[config.mk]
export PLATFORM = sky130hd
export DESIGN_NAME = number_hit_detector_flat
export DESIGN_NICKNAME = d
export VERILOG_FILES = /design/src/rtl/number_hit_detector_pkg.sv /design/src/rtl/number_hit_detector_if.sv /design/src/rtl/number_hit_detector_pixel_mux.sv /design/src/rtl/number_hit_detector.sv /design/src/flat_wrapper.sv
export SDC_FILE = /design/constraint.sdc
export NUM_CORES = 1
export LEC_CHECK = 0
export CELL_PAD_IN_SITES_DETAIL_PLACEMENT = 1
export CELL_PAD_IN_SITES_GLOBAL_PLACEMENT = 1
export CORE_ASPECT_RATIO = 1.4
export CORE_MARGIN = 2
export CORE_UTILIZATION = 28
export DETAILED_ROUTE_END_ITERATION = 10
export PLACE_DENSITY = 0.79
export SLEW_MARGIN = 10
export SYNTH_ARGS = -nofsm -noshare
export SYNTH_HDL_FRONTEND = slang
export SYNTH_HIERARCHICAL = 1
export SYNTH_SLANG_ARGS = --single-unit
[constraint.sdc]
create_clock -name clk -period 2.47 [get_ports clk]
set_input_delay 0.3705 -clock clk [delete_from_list [all_inputs] [get_ports clk]]
set_output_delay 0.3705 -clock clk [all_outputs]
set_load 0.02 [all_outputs]
[src/rtl/number_hit_detector_pkg.sv]
// Shared types, defaults and the lowest-set-bit helper for the number hit detector.
package number_hit_pkg;

  localparam int NUM_COUNT_DEFAULT = 12;
  localparam int MAX_VEC_W         = 32;

  typedef enum logic {ARMED, LOCKOUT} hit_state_t;

  // Index of the lowest set bit; 0 when the vector is empty.
  function automatic int unsigned lowest_set_idx(input logic [MAX_VEC_W-1:0] vec);
    int unsigned idx;
    idx = 0;
    for (int i = MAX_VEC_W - 1; i >= 0; i--) begin
      if (vec[i]) idx = unsigned'(i);
    end
    return idx;
  endfunction

endpackage

[src/rtl/number_hit_detector_if.sv]
// Bundle between number display / player / VGA mux and the hit detector.
// hitCount exists only when NUMBER_HIT_COUNT_EN is defined.
interface number_hit_if
  import number_hit_pkg::*;
#(
  parameter int NUM_COUNT = NUM_COUNT_DEFAULT
);
  localparam int IDX_W = (NUM_COUNT > 1) ? $clog2(NUM_COUNT) : 1;

  logic                      startOfFrame;
  logic                      playerDR;
  logic [7:0]                playerRGB;
  logic [NUM_COUNT-1:0]      numbersDR;
  logic [NUM_COUNT-1:0][7:0] numbersRGB;
  logic [7:0]                RGBout;
  logic                      drawingRequest;
  logic                      singleHit;
  logic [IDX_W-1:0]          hitIndex;
`ifdef NUMBER_HIT_COUNT_EN
  logic [7:0]                hitCount;
`endif

  modport master (
    output startOfFrame, playerDR, playerRGB, numbersDR, numbersRGB,
`ifdef NUMBER_HIT_COUNT_EN
    input  hitCount,
`endif
    input  RGBout, drawingRequest, singleHit, hitIndex
  );

  modport slave (
    input  startOfFrame, playerDR, playerRGB, numbersDR, numbersRGB,
`ifdef NUMBER_HIT_COUNT_EN
    output hitCount,
`endif
    output RGBout, drawingRequest, singleHit, hitIndex
  );

endinterface

[src/rtl/number_hit_detector_pixel_mux.sv]
// Registered priority pixel mux: player first, then lowest-index number, else background.
module number_pixel_mux
  import number_hit_pkg::*;
#(
  parameter int          NUM_COUNT = NUM_COUNT_DEFAULT,
  parameter logic [7:0]  BG_RGB    = 8'h00
) (
  input  logic                      clk,
  input  logic                      rst_n,
  input  logic                      player_dr_i,
  input  logic [7:0]                player_rgb_i,
  input  logic [NUM_COUNT-1:0]      numbers_dr_i,
  input  logic [NUM_COUNT-1:0][7:0] numbers_rgb_i,
  output logic [7:0]                rgb_o,
  output logic                      dr_o
);
  localparam int IDX_W = (NUM_COUNT > 1) ? $clog2(NUM_COUNT) : 1;

  logic [IDX_W-1:0] num_idx;
  logic [7:0]       rgb_d, rgb_q;
  logic             dr_d, dr_q;

  assign num_idx = IDX_W'(lowest_set_idx(MAX_VEC_W'(numbers_dr_i)));

  // NOTE: every always_comb output gets a default first so no path can infer a latch.
  always_comb begin
    rgb_d = BG_RGB;
    dr_d  = player_dr_i | (|numbers_dr_i);
    if (player_dr_i)        rgb_d = player_rgb_i;
    else if (|numbers_dr_i) rgb_d = numbers_rgb_i[num_idx];
  end

  // NOTE: sequential state uses non-blocking assignments so all flops update together.
  always_ff @(posedge clk or negedge rst_n) begin
    if (!rst_n) begin
      rgb_q <= BG_RGB;
      dr_q  <= 1'b0;
    end else begin
      rgb_q <= rgb_d;
      dr_q  <= dr_d;
    end
  end

  assign rgb_o = rgb_q;
  assign dr_o  = dr_q;

endmodule

[src/rtl/number_hit_detector.sv]
// Player/number overlap detector: one hit pulse per frame with post-hit frame lockout.
// Optional saturating hit counter enabled by NUMBER_HIT_COUNT_EN.
module number_hit_detector
  import number_hit_pkg::*;
#(
  parameter int         NUM_COUNT      = NUM_COUNT_DEFAULT,
  parameter int         LOCKOUT_FRAMES = 2,
  parameter logic [7:0] BG_RGB         = 8'h00
) (
  input  logic          clk,
  input  logic          resetN,
  number_hit_if.slave   bus
);
  localparam int IDX_W  = (NUM_COUNT > 1) ? $clog2(NUM_COUNT) : 1;
  localparam int LOCK_W = (LOCKOUT_FRAMES > 0) ? $clog2(LOCKOUT_FRAMES + 1) : 1;

  hit_state_t           state_d, state_q;
  logic [NUM_COUNT-1:0] ovl;
  logic [NUM_COUNT-1:0] hit_vec_d, hit_vec_q;
  logic [LOCK_W-1:0]    lock_cnt_d, lock_cnt_q;
  logic                 single_hit_d, single_hit_q;
  logic [IDX_W-1:0]     hit_index_d, hit_index_q;
  logic [7:0]           rgb;
  logic                 dr;

  number_pixel_mux #(
    .NUM_COUNT (NUM_COUNT),
    .BG_RGB    (BG_RGB)
  ) u_pixel_mux (
    .clk           (clk),
    .rst_n         (resetN),
    .player_dr_i   (bus.playerDR),
    .player_rgb_i  (bus.playerRGB),
    .numbers_dr_i  (bus.numbersDR),
    .numbers_rgb_i (bus.numbersRGB),
    .rgb_o         (rgb),
    .dr_o          (dr)
  );

  assign ovl = {NUM_COUNT{bus.playerDR}} & bus.numbersDR;

  always_comb begin
    state_d      = state_q;
    hit_vec_d    = hit_vec_q;
    lock_cnt_d   = lock_cnt_q;
    single_hit_d = 1'b0;
    hit_index_d  = hit_index_q;
    unique case (state_q)
      ARMED: begin
        if (!bus.startOfFrame) begin
          hit_vec_d = hit_vec_q | ovl;
        end else begin
          // The strobe cycle's overlap belongs to the frame that is just starting.
          hit_vec_d = ovl;
          if (|hit_vec_q) begin
            single_hit_d = 1'b1;
            hit_index_d  = IDX_W'(lowest_set_idx(MAX_VEC_W'(hit_vec_q)));
            lock_cnt_d   = LOCK_W'(LOCKOUT_FRAMES);
            if (LOCKOUT_FRAMES != 0) begin
              state_d   = LOCKOUT;
              hit_vec_d = '0;
            end
          end
        end
      end
      LOCKOUT: begin
        hit_vec_d = '0;
        if (bus.startOfFrame) begin
          lock_cnt_d = lock_cnt_q - LOCK_W'(1);
          if (lock_cnt_q == LOCK_W'(1)) state_d = ARMED;
        end
      end
      default: state_d = ARMED;
    endcase
  end

  always_ff @(posedge clk or negedge resetN) begin
    if (!resetN) begin
      state_q      <= ARMED;
      hit_vec_q    <= '0;
      lock_cnt_q   <= '0;
      single_hit_q <= 1'b0;
      hit_index_q  <= '0;
    end else begin
      state_q      <= state_d;
      hit_vec_q    <= hit_vec_d;
      lock_cnt_q   <= lock_cnt_d;
      single_hit_q <= single_hit_d;
      hit_index_q  <= hit_index_d;
    end
  end

`ifdef NUMBER_HIT_COUNT_EN
  logic [7:0] hit_count_q;

  always_ff @(posedge clk or negedge resetN) begin
    if (!resetN)                                  hit_count_q <= 8'h00;
    else if (single_hit_d && hit_count_q != 8'hFF) hit_count_q <= hit_count_q + 8'h01;
  end

  assign bus.hitCount = hit_count_q;
`endif

  assign bus.RGBout         = rgb;
  assign bus.drawingRequest = dr;
  assign bus.singleHit      = single_hit_q;
  assign bus.hitIndex       = hit_index_q;

endmodule

[src/flat_wrapper.sv]
// flat-port wrapper written by rule: the top's interface ports become plain ports
module number_hit_detector_flat import number_hit_pkg::*;
#(
  parameter int         NUM_COUNT      = NUM_COUNT_DEFAULT,
  parameter int         LOCKOUT_FRAMES = 2,
  parameter logic [7:0] BG_RGB         = 8'h00
)
  (clk, resetN, bus_startOfFrame, bus_playerDR, bus_playerRGB, bus_numbersDR, bus_numbersRGB, bus_RGBout, bus_drawingRequest, bus_singleHit, bus_hitIndex);
  number_hit_if #(.NUM_COUNT(NUM_COUNT)) bus_i ();
  input  logic clk;
  input  logic resetN;
  input wire logic [$bits(bus_i.startOfFrame)-1:0] bus_startOfFrame;
  input wire logic [$bits(bus_i.playerDR)-1:0] bus_playerDR;
  input wire logic [$bits(bus_i.playerRGB)-1:0] bus_playerRGB;
  input wire logic [$bits(bus_i.numbersDR)-1:0] bus_numbersDR;
  input wire logic [$bits(bus_i.numbersRGB)-1:0] bus_numbersRGB;
  output wire logic [$bits(bus_i.RGBout)-1:0] bus_RGBout;
  output wire logic [$bits(bus_i.drawingRequest)-1:0] bus_drawingRequest;
  output wire logic [$bits(bus_i.singleHit)-1:0] bus_singleHit;
  output wire logic [$bits(bus_i.hitIndex)-1:0] bus_hitIndex;
  assign bus_i.startOfFrame = bus_startOfFrame;
  assign bus_i.playerDR = bus_playerDR;
  assign bus_i.playerRGB = bus_playerRGB;
  assign bus_i.numbersDR = bus_numbersDR;
  assign bus_i.numbersRGB = bus_numbersRGB;
  assign bus_RGBout = bus_i.RGBout;
  assign bus_drawingRequest = bus_i.drawingRequest;
  assign bus_singleHit = bus_i.singleHit;
  assign bus_hitIndex = bus_i.hitIndex;
  number_hit_detector #(.NUM_COUNT(NUM_COUNT), .LOCKOUT_FRAMES(LOCKOUT_FRAMES), .BG_RGB(BG_RGB)) u_core (.clk(clk), .resetN(resetN), .bus(bus_i));
endmodule
==> summary.txt, run 1 <==
PWR
-----------------------------------------------------------------------------------------------
Internal power ...................................................................    0.00145 W
Maximum vdd ir drop ..............................................................     0.395 mV
Switching power summed over all nets .............................................   0.000731 W
Portion of total power attributed to sequential cells ............................        29.1%
Combinational share of power .....................................................        44.4%
Power Density ....................................................................   470 nW/um2
Clock network fraction of design power ...........................................        26.6%
Static leakage ...................................................................      1.84 nW
Overall power after layout .......................................................    0.00218 W
Switching power as a share of total power ........................................        33.5%

WORST SETUP PATH
-----------------------------------------------------------------------------------------------
Crit. End Element ................................................................         flop
Data arrival at the endpoint of the critical path ................................      2.63 ns
Largest driver fanout on the critical path .......................................            5
Critical register-to-register path startpoint .................................... u_core/hit_vec_q[8]
Slowest CP cell .................................................................. sky130_fd_sc_hd__clkdlybuf4s50_1
Termination of the worst setup path .............................................. u_core/u_pixel_mux/rgb_o[7]
CP cell instances ................................................................ clkdlybuf4s50_1 > nor2_1 > a221o_1 > a211oi_4 > buf_6 > clkbuf_16 > mux2_2 > a211oi_1 > a311oi_1
Worst setup path start ........................................................... bus_numbersDR[9]
Critical register-to-register path endpoint ...................................... u_core/state_q
Critical path required time ......................................................      2.60 ns
Critical path class ..............................................................       in2reg
Crit-path max cell delay .........................................................      0.51 ns
Reg-to-reg slack, setup ..........................................................      0.34 ns
Nature of the critical path startpoint ...........................................   input port
Number of cell instances on the worst register-to-register path ..................            4

CLOCKING
-----------------------------------------------------------------------------------------------
Clock input transition at the sequential cells of the worst setup and hold paths .      0.06 ns
Buffer cell driving the clock tree root .......................................... sky130_fd_sc_hd__clkbuf_16
Clock tree from TritonCTS ........................................................        built
Clock buffer depth ...............................................................            2
Worst-skew pair later-pin latency ................................................      0.27 ns
H-tree level count ...............................................................            2
Hold-fix buffers at CTS ..........................................................            0
CTS Buf Count ....................................................................            5
Clock tree sinks .................................................................           29

FINAL LAYOUT
-----------------------------------------------------------------------------------------------
Leading cell types in the layout, fill and taps excluded ......................... sky130_fd_sc_hd__clkdlybuf4s50_1 (127), sky130_fd_sc_hd__buf_4 (54), sky130_fd_sc_hd__dfrtp_1 (29)
Commonest non-fill, non-tap cell in the layout ................................... sky130_fd_sc_hd__clkdlybuf4s50_1
Nets .............................................................................          595
Layout overhead on the synthesized area ..........................................        83.2%
Fillcell total ...................................................................         1043
Number of diodes added for antenna fixing ........................................            0
Design Area, Final ...............................................................     4640 um2
Fraction of final layout cells sized beyond drive strength 1 .....................        24.2%

SYNTHESIS
-----------------------------------------------------------------------------------------------
Share of synthesized registers carrying an async set or reset ....................         100%
Synthesized netlist cell count ...................................................          292
Flops & latches, synth ...........................................................           29
Synth cell types .................................................................           54
Mapped Nets ......................................................................          413
Post-synth EDFFs .................................................................            0
Synthesized area divided by synthesized cell count ...............................     8.66 um2
Synthesized area .................................................................     2530 um2
Sequential share of the synthesized area .........................................        28.7%
Most frequently used flop master after synthesis ................................. sky130_fd_sc_hd__dfrtp_1
Yosys Warn Count .................................................................            6

TIMING
-----------------------------------------------------------------------------------------------
Setup violators final ............................................................            1
Fmax achieved ....................................................................      401 MHz
Ratio of final minimum period to clock period ....................................         101%
RSZ-0062 raised after global routing .............................................          yes
Setup WS post-layout .............................................................   -0.0267 ns
Final Critical Period ............................................................      2.50 ns
Final Skew .......................................................................   0.00446 ns
Count of final hold-check violations .............................................            0
Max Transition Viols Final .......................................................            0
Worst slew margin relative to its limit ..........................................        49.3%
Measured slew at the worst slew-check pin ........................................     0.758 ns

ROUTING
-----------------------------------------------------------------------------------------------
Total wirelength of the detailed-routed design ...................................     12000 um
DRC marker count from the first detailed-route iteration .........................          182
Wirelength per Cell ..............................................................      20.7 um
Number of vias after detailed routing ............................................         3343
Average vias per placed instance .................................................         5.74
Routed Antenna Nets ..............................................................            0
DRC viols ........................................................................            0
Number of iterations in the first detailed-routing pass ..........................            4

OUTCOME
-----------------------------------------------------------------------------------------------
Failing checks ................................................................... setup timing
Outcome .......................................................................... complete, but fails checks

FLOORPLANNING
-----------------------------------------------------------------------------------------------
Area of the core .................................................................     8870 um2
Number of top-level design ports .................................................          134
Die footprint ....................................................................     9820 um2
Die extent in y ..................................................................       116 um
FP Rows ..........................................................................           41
Die width ........................................................................      84.3 um
Initial standard-cell utilization of the core ....................................        28.5%

GLOBAL ROUTE
-----------------------------------------------------------------------------------------------
Largest net degree at the start of global routing ................................           30
Number of global-route vias before repair ........................................         3681
Total GRT Usage ..................................................................        23.1%
First-pass GRT wire length .......................................................     18100 um
Number of antenna violations at the first check in global routing ................            0
Grt ovf ..........................................................................            0

MIN PATH
-----------------------------------------------------------------------------------------------
Hold Crit Class ..................................................................      reg2reg

PLACEMENT
-----------------------------------------------------------------------------------------------
Final weighted congestion of routability-driven global placement .................        0.869
Port Buf Inserts .................................................................          133
Area after DPL ...................................................................     4320 um2
Half-perimeter wire length after placement .......................................      9120 um

JOB
-----------------------------------------------------------------------------------------------
Total of max-cap violations ......................................................            0

==> per-stage QoR <==
step	hold WS [ns]	util (%)	std cells	TNS, ns	worst slack [ns]
after floorplan	0.0749	-	292	0	0.218
after global placement	0.452	48.6	566	-1.74	-0.236
after detailed placement	0.477	48.6	566	-2.11	-0.296
after CTS	0.489	50.7	576	0	0.00416
after global routing	0.516	52.2	582	-0.240	-0.0676
final	0.482	52.2	582	-0.0267	-0.0267
==> area by class of cell <==
| class | instances | area [um2] | share of cell area, % |
|---|---|---|---|
| Clock buffer | 6 | 129 | 2.78 |
| Timing Repair Buffer | 194 | 1870 | 40.3 |
| Tap cell | 107 | 134 | 2.89 |
| Inverter | 6 | 22.5 | 0.486 |
| Sequential cell | 29 | 726 | 15.7 |
| Clock inverter | 2 | 10.0 | 0.216 |
| Multi-Input combinational cell | 238 | 1750 | 37.7 |
==> power by group through the flow <==
stage / Combinational, W / Sequential [W] / Clock (W)
after floorplan: 0.000409 / 0.000677 / 0
after global placement: 0.000891 / 0.000636 / 0
after detailed placement: 0.000919 / 0.000643 / 0
after CTS: 0.000937 / 0.000635 / 0.000594
after global routing: 0.00104 / 0.000649 / 0.000610
final: 0.000967 / 0.000634 / 0.000579
==> cell usage after synthesis, types with 2 or more instances <==
| cell | number | area share, % |
|---|---|---|
| sky130_fd_sc_hd__dfrtp_1 | 29 | 29 |
| sky130_fd_sc_hd__nor2_1 | 24 | 3.6 |
| sky130_fd_sc_hd__nand2_1 | 23 | 3.4 |
| sky130_fd_sc_hd__a21oi_1 | 18 | 3.6 |
| sky130_fd_sc_hd__mux2_2 | 16 | 7.1 |
| sky130_fd_sc_hd__a32oi_1 | 15 | 5.2 |
| sky130_fd_sc_hd__o21ai_0 | 15 | 3.0 |
| sky130_fd_sc_hd__a22oi_1 | 12 | 3.6 |
| sky130_fd_sc_hd__nor2_2 | 11 | 2.7 |
| sky130_fd_sc_hd__a211oi_1 | 9 | 2.7 |
| sky130_fd_sc_hd__a221oi_1 | 8 | 2.8 |
| sky130_fd_sc_hd__clkbuf_1 | 8 | 1.2 |
| sky130_fd_sc_hd__mux2i_1 | 8 | 3.2 |
| sky130_fd_sc_hd__buf_2 | 7 | 1.4 |
| sky130_fd_sc_hd__a2111oi_0 | 6 | 2.1 |
| sky130_fd_sc_hd__a311oi_1 | 6 | 2.1 |
| sky130_fd_sc_hd__inv_1 | 6 | 0.89 |
| sky130_fd_sc_hd__o311ai_0 | 6 | 2.1 |
| sky130_fd_sc_hd__o31ai_1 | 6 | 1.8 |
| sky130_fd_sc_hd__nor3_1 | 5 | 0.99 |
| sky130_fd_sc_hd__nand3_1 | 4 | 0.79 |
| sky130_fd_sc_hd__nor2b_1 | 4 | 0.99 |
| sky130_fd_sc_hd__or4_1 | 4 | 1.2 |
| sky130_fd_sc_hd__and2_1 | 3 | 0.74 |
| sky130_fd_sc_hd__buf_6 | 3 | 1.3 |
| sky130_fd_sc_hd__nand2b_1 | 3 | 0.74 |
| sky130_fd_sc_hd__a21o_1 | 2 | 0.59 |
| sky130_fd_sc_hd__nor3b_1 | 2 | 0.59 |
| sky130_fd_sc_hd__nor4_1 | 2 | 0.49 |
| sky130_fd_sc_hd__or3_1 | 2 | 0.49 |
| sky130_fd_sc_hd__or4_4 | 2 | 0.89 |
==> what timing repair did <==
item                                    4_1_cts  5_1_grt
cloned                                        1        2
endpoints found under the setup margin        4        8
pin swaps                                     1        9
resized for setup                             5       18
buffers inserted                              1        4
==> worst min-delay path by stage <==
| stage | startpoint | endpoint | slack (ns) | depth (start not counted) |
|---|---|---|---|---|
| after global placement | u_core/bus.hitIndex[2] | u_core/bus.hitIndex[2] | 0.45 | 2 |
| after CTS | u_core/bus.hitIndex[2] | u_core/bus.hitIndex[2] | 0.49 | 2 |
| after global routing | u_core/bus.hitIndex[1] | u_core/bus.hitIndex[1] | 0.52 | 2 |
| after detailed placement | u_core/bus.hitIndex[2] | u_core/bus.hitIndex[2] | 0.48 | 2 |
| final | u_core/bus.hitIndex[2] | u_core/bus.hitIndex[2] | 0.48 | 2 |
| after floorplan | resetN | u_core/bus.hitIndex[0] | 0.07 | 0 |
==> critical path: cells and delay by family <==
kind	cells	cell delay, ns
AOI/OAI and AO/OA	4	1.02
buffers and inverters	3	0.82
muxes	1	0.33
and+or+nand+nor	1	0.08
==> cells by family after synthesis <==
kind of cell | after synthesis | synth area share (%)
flip-flops | 29 | 28.7
AND/OR/NAND/NOR | 96 | 20.5
AO/OA/AOI/OAI | 117 | 35.1
adder cells (fa/ha/maj) | 1 | 0.494
multiplexers | 24 | 10.3
buffers and inverters | 25 | 4.95
==> state kept, by name, summed over array words and instances (netlist names) <==
signal / cells
u_core/u_pixel_mux/dr_o: 1
u_core/hit_vec_q: 12
u_core/state_q: 1
u_core/lock_cnt_q: 2
u_core/bus.singleHit: 1
u_core/u_pixel_mux/rgb_o: 8
u_core/bus.hitIndex: 4
==> metal layers <==
metal | global-route usage, % | routed length (um)
met3 | 4.73 | 792
met1 | 23.6 | 4160
met2 | 46.2 | 6730
met4 | 8.47 | 341
met5 | 0 | 0
Note: power is estimated with default switching activity, not from simulation.
==> inputs of run 2 (changes only) <==
Settings changed: ABC_AREA set to 1, CORE_UTILIZATION 28 to 26, PLACE_DENSITY 0.79 to 0.78.
==> summary.txt, run 2 <==
WORST SETUP PATH
-----------------------------------------------------------------------------------------------
Nature of the critical path startpoint ...........................................   input port
Largest driver fanout on the critical path .......................................           48   +43
Critical path required time ......................................................      2.63 ns   +0.03 ns
Critical path class ..............................................................       in2reg
Crit. End Element ................................................................         flop
Data arrival at the endpoint of the critical path ................................      2.30 ns   -0.33 ns

SYNTHESIS
-----------------------------------------------------------------------------------------------
Most frequently used flop master after synthesis ................................. sky130_fd_sc_hd__dfrtp_1
Synth cell types .................................................................           26   -52%
Post-synth EDFFs .................................................................            0   unchanged
Mapped Nets ......................................................................          542   +31%
Synthesized area .................................................................     2600 um2   +3.0%
Post-synthesis cell type with the largest combined area .......................... sky130_fd_sc_hd__dfrtp_1
Synthesized area divided by synthesized cell count ...............................     6.19 um2   -29%
Yosys Warn Count .................................................................            6   unchanged
Cell with the most instances after synthesis ..................................... sky130_fd_sc_hd__nand3_1
Sequential share of the synthesized area .........................................        27.9%   -0.83 points
Flops & latches, synth ...........................................................           29   unchanged
Share of synthesized registers carrying an async set or reset ....................         100%   unchanged
Synthesized netlist cell count ...................................................          421   +44%
Fraction of post-synthesis cell area in the top cell type by area ................        27.9%   -0.83 points
Leading cell types by total area after synthesis ................................. sky130_fd_sc_hd__dfrtp_1 (28%), sky130_fd_sc_hd__nand3_1 (25%), sky130_fd_sc_hd__nand2_1 (16%), sky130_fd_sc_hd__inv_1 (8.1%), sky130_fd_sc_hd__a22oi_1 (3.5%)
Top post-synthesis cells by count ................................................ sky130_fd_sc_hd__nand3_1 (128), sky130_fd_sc_hd__nand2_1 (113), sky130_fd_sc_hd__inv_1 (56)

FINAL LAYOUT
-----------------------------------------------------------------------------------------------
Fraction of final layout cells sized beyond drive strength 1 .....................        9.07%   -15 points
Max FFs per register .............................................................           12   unchanged
Largest Register ................................................................. u_core/hit_vec_q
Leading cell types in the layout, fill and taps excluded ......................... sky130_fd_sc_hd__clkdlybuf4s50_1 (133), sky130_fd_sc_hd__nand3_1 (128), sky130_fd_sc_hd__nand2_1 (113)
Design Area, Final ...............................................................     4250 um2   -8.3%
Layout overhead on the synthesized area ..........................................        63.1%
Nets .............................................................................          671   +13%
Commonest non-fill, non-tap cell in the layout ................................... sky130_fd_sc_hd__clkdlybuf4s50_1
Fillcell total ...................................................................         1285   +23%
Number of diodes added for antenna fixing ........................................            0   unchanged

ROUTING
-----------------------------------------------------------------------------------------------
Wirelength per Cell ..............................................................      14.6 um   -29%
Number of vias after detailed routing ............................................         3263   -2.4%
Routed Antenna Nets ..............................................................            0   unchanged
DRC marker count from the first detailed-route iteration .........................           96   -47%
Total wirelength of the detailed-routed design ...................................     10000 um   -17%
Number of iterations in the first detailed-routing pass ..........................            4   unchanged
DRC viols ........................................................................            0   unchanged
Average vias per placed instance .................................................         4.76   -17%

OUTCOME
-----------------------------------------------------------------------------------------------
Outcome ..........................................................................    completed

GLOBAL ROUTE
-----------------------------------------------------------------------------------------------
First-pass GRT wire length .......................................................     16600 um   -8.4%
Largest net degree at the start of global routing ................................           50   +67%
Grt ovf ..........................................................................            0   unchanged
Number of global-route vias before repair ........................................         3543   -3.7%
Number of antenna violations at the first check in global routing ................            0   unchanged
Total GRT Usage ..................................................................        19.5%   -3.6 points

PLACEMENT
-----------------------------------------------------------------------------------------------
Half-perimeter wire length after placement .......................................      8090 um   -11%
Final weighted congestion of routability-driven global placement .................        0.828   -4.7%
Setup slack at placement .........................................................    0.0207 ns   +0.317 ns
Port Buf Inserts .................................................................          133   unchanged
Area after DPL ...................................................................     4090 um2   -5.2%

JOB
-----------------------------------------------------------------------------------------------
Total of max-cap violations ......................................................            0   unchanged

FLOORPLANNING
-----------------------------------------------------------------------------------------------
Die extent in y ..................................................................       122 um   +5.1%
Number of top-level design ports .................................................          134   unchanged
Die width ........................................................................      88.6 um   +5.1%
FP Rows ..........................................................................           43   +4.9%
Area of the core .................................................................     9850 um2   +11%
Initial standard-cell utilization of the core ....................................        26.5%   -2.0 points
Die footprint ....................................................................    10800 um2   +10%

CLOCKING
-----------------------------------------------------------------------------------------------
H-tree level count ...............................................................            2   unchanged
Clock buffer depth ...............................................................            2   unchanged
Buffer cell driving the clock tree root .......................................... sky130_fd_sc_hd__clkbuf_16
Worst-skew pair later-pin latency ................................................      0.27 ns   about the same
Resized Gates After CTS ..........................................................            0   -5
Hold-fix buffers at CTS ..........................................................            0   unchanged
Clock input transition at the sequential cells of the worst setup and hold paths .      0.05 ns   about the same
Clock tree sinks .................................................................           29   unchanged
CTS Buf Count ....................................................................            5   unchanged
Number of setup buffers added after CTS ..........................................            0   -1
Clock tree from TritonCTS ........................................................        built

TIMING
-----------------------------------------------------------------------------------------------
Setup total negative slack .......................................................         0 ns   +0.0267 ns
Worst hold slack .................................................................     0.476 ns   -0.00553 ns
Count of final hold-check violations .............................................            0   unchanged
Setup WS post-layout .............................................................     0.327 ns   +0.354 ns
Final Critical Period ............................................................      2.14 ns   -0.354 ns
RSZ-0062 raised after global routing .............................................           no
Max Transition Viols Final .......................................................            0   unchanged
Setup violators final ............................................................            0   -1
Final Skew .......................................................................   0.00127 ns   -0.00320 ns
Fmax achieved ....................................................................      467 MHz   +17%
Measured slew at the worst slew-check pin ........................................     0.495 ns   -0.263 ns
Ratio of final minimum period to clock period ....................................        86.8%   -14 points
Worst slew margin relative to its limit ..........................................        67.0%   +18 points

PWR
-----------------------------------------------------------------------------------------------
Static leakage ...................................................................      2.02 nW   +9.5%
Power Density ....................................................................   528 nW/um2   +12%
Overall power after layout .......................................................    0.00224 W   +3.0%
Maximum vdd ir drop ..............................................................     0.232 mV   -41%

MIN PATH
-----------------------------------------------------------------------------------------------
Hold Crit Class ..................................................................      reg2reg

## run 2: cell count changes after synthesis, sizes merged, moves of 8 or more
cell / before / now
inv: 6 / 64
mux2i: 8 / 0
mux2: 16 / 0
a211oi: 10 / 0
a221oi: 8 / 0
nand2: 23 / 118
nand3b: 0 / 8
nor2: 35 / 25
a21oi: 18 / 1
nand3: 4 / 128
o21ai: 16 / 3
a32oi: 15 / 0
## run 2: per-stage QoR
stage | std cells | util [%]
CTS | 686 | 43.2
detailed placement | 678 | 41.6
floorplan | 421 | -
global route | 686 | 43.2
finish | 686 | 43.2
global placement | 678 | 41.6
## run 2: logic make-up after synthesis
kind of cell	after synthesis	share of synthesized area [%]
AND/OR/NAND/NOR	286	52.1
buffers and inverters	87	14.6
flip-flops	29	27.9
AO/OA/AOI/OAI	18	4.95
adder cells (fa/ha/maj)	1	0.480
## run 2: area by class of cell
class	instances	area (um2)	area share, %
multi-input cells	305	1500	35.2
repair buffers	145	1460	34.3
flip-flops and latches	29	726	17.1
inverters	64	240	5.65
well taps	135	169	3.98
clock buffers	7	153	3.59
clock inverters	1	5.00	0.118
## run 2: power by group
part / switching (W) / internal [W] / total [W]
sequential: 0.0000698 / 0.000574 / 0.000644
clock: 0.000200 / 0.000425 / 0.000626
combinational: 0.000521 / 0.000454 / 0.000975
total: 0.000791 / 0.00145 / 0.00224
## run 2: path summary, 6_finish.rpt
path	start	endpoint	slack (ns)	cells past startpoint
max in group asynchronous	resetN	u_core/u_pixel_mux/rgb_o[4]	1.68	2
max reg2reg	u_core/hit_vec_q[10]	u_core/state_q	0.94	7
min reg2reg	u_core/bus.hitIndex[1]	u_core/bus.hitIndex[1]	0.48	2
min in group asynchronous	resetN	u_core/hit_vec_q[11]	0.49	2
min	u_core/bus.hitIndex[1]	u_core/bus.hitIndex[1]	0.48	2
max	bus_numbersDR[10]	u_core/u_pixel_mux/rgb_o[4]	0.33	21
## run 2: per-layer routing
metal	vias to the layer above	track usage, %	wire length (um)
li1	1615	-	-
met1	1516	22.8	4020
met2	111	35.0	5200
met3	21	3.16	482
met4	0	7.58	310
met5	-	0	0
## run 2: worst max-delay path, stage by stage
cell and delay (ns):
sky130_fd_sc_hd__clkdlybuf4s50_1 0.50, sky130_fd_sc_hd__inv_1 0.05, sky130_fd_sc_hd__nand2_1 0.07, sky130_fd_sc_hd__nand2_1 0.05, sky130_fd_sc_hd__nand2_1 0.05, sky130_fd_sc_hd__nand2_1 0.04
sky130_fd_sc_hd__nand2_1 0.05, sky130_fd_sc_hd__nand2_1 0.04, sky130_fd_sc_hd__nand2_1 0.05, sky130_fd_sc_hd__nand2_1 0.05, sky130_fd_sc_hd__nand2_1 0.07, sky130_fd_sc_hd__nand2_2 0.09
sky130_fd_sc_hd__nand2_2 0.09, sky130_fd_sc_hd__buf_12 0.22, sky130_fd_sc_hd__nand2_1 0.07, sky130_fd_sc_hd__nand3_1 0.07, sky130_fd_sc_hd__nand3_1 0.08, sky130_fd_sc_hd__nand2_1 0.11
sky130_fd_sc_hd__inv_2 0.04, sky130_fd_sc_hd__nand2_1 0.07, sky130_fd_sc_hd__nand2_1 0.05
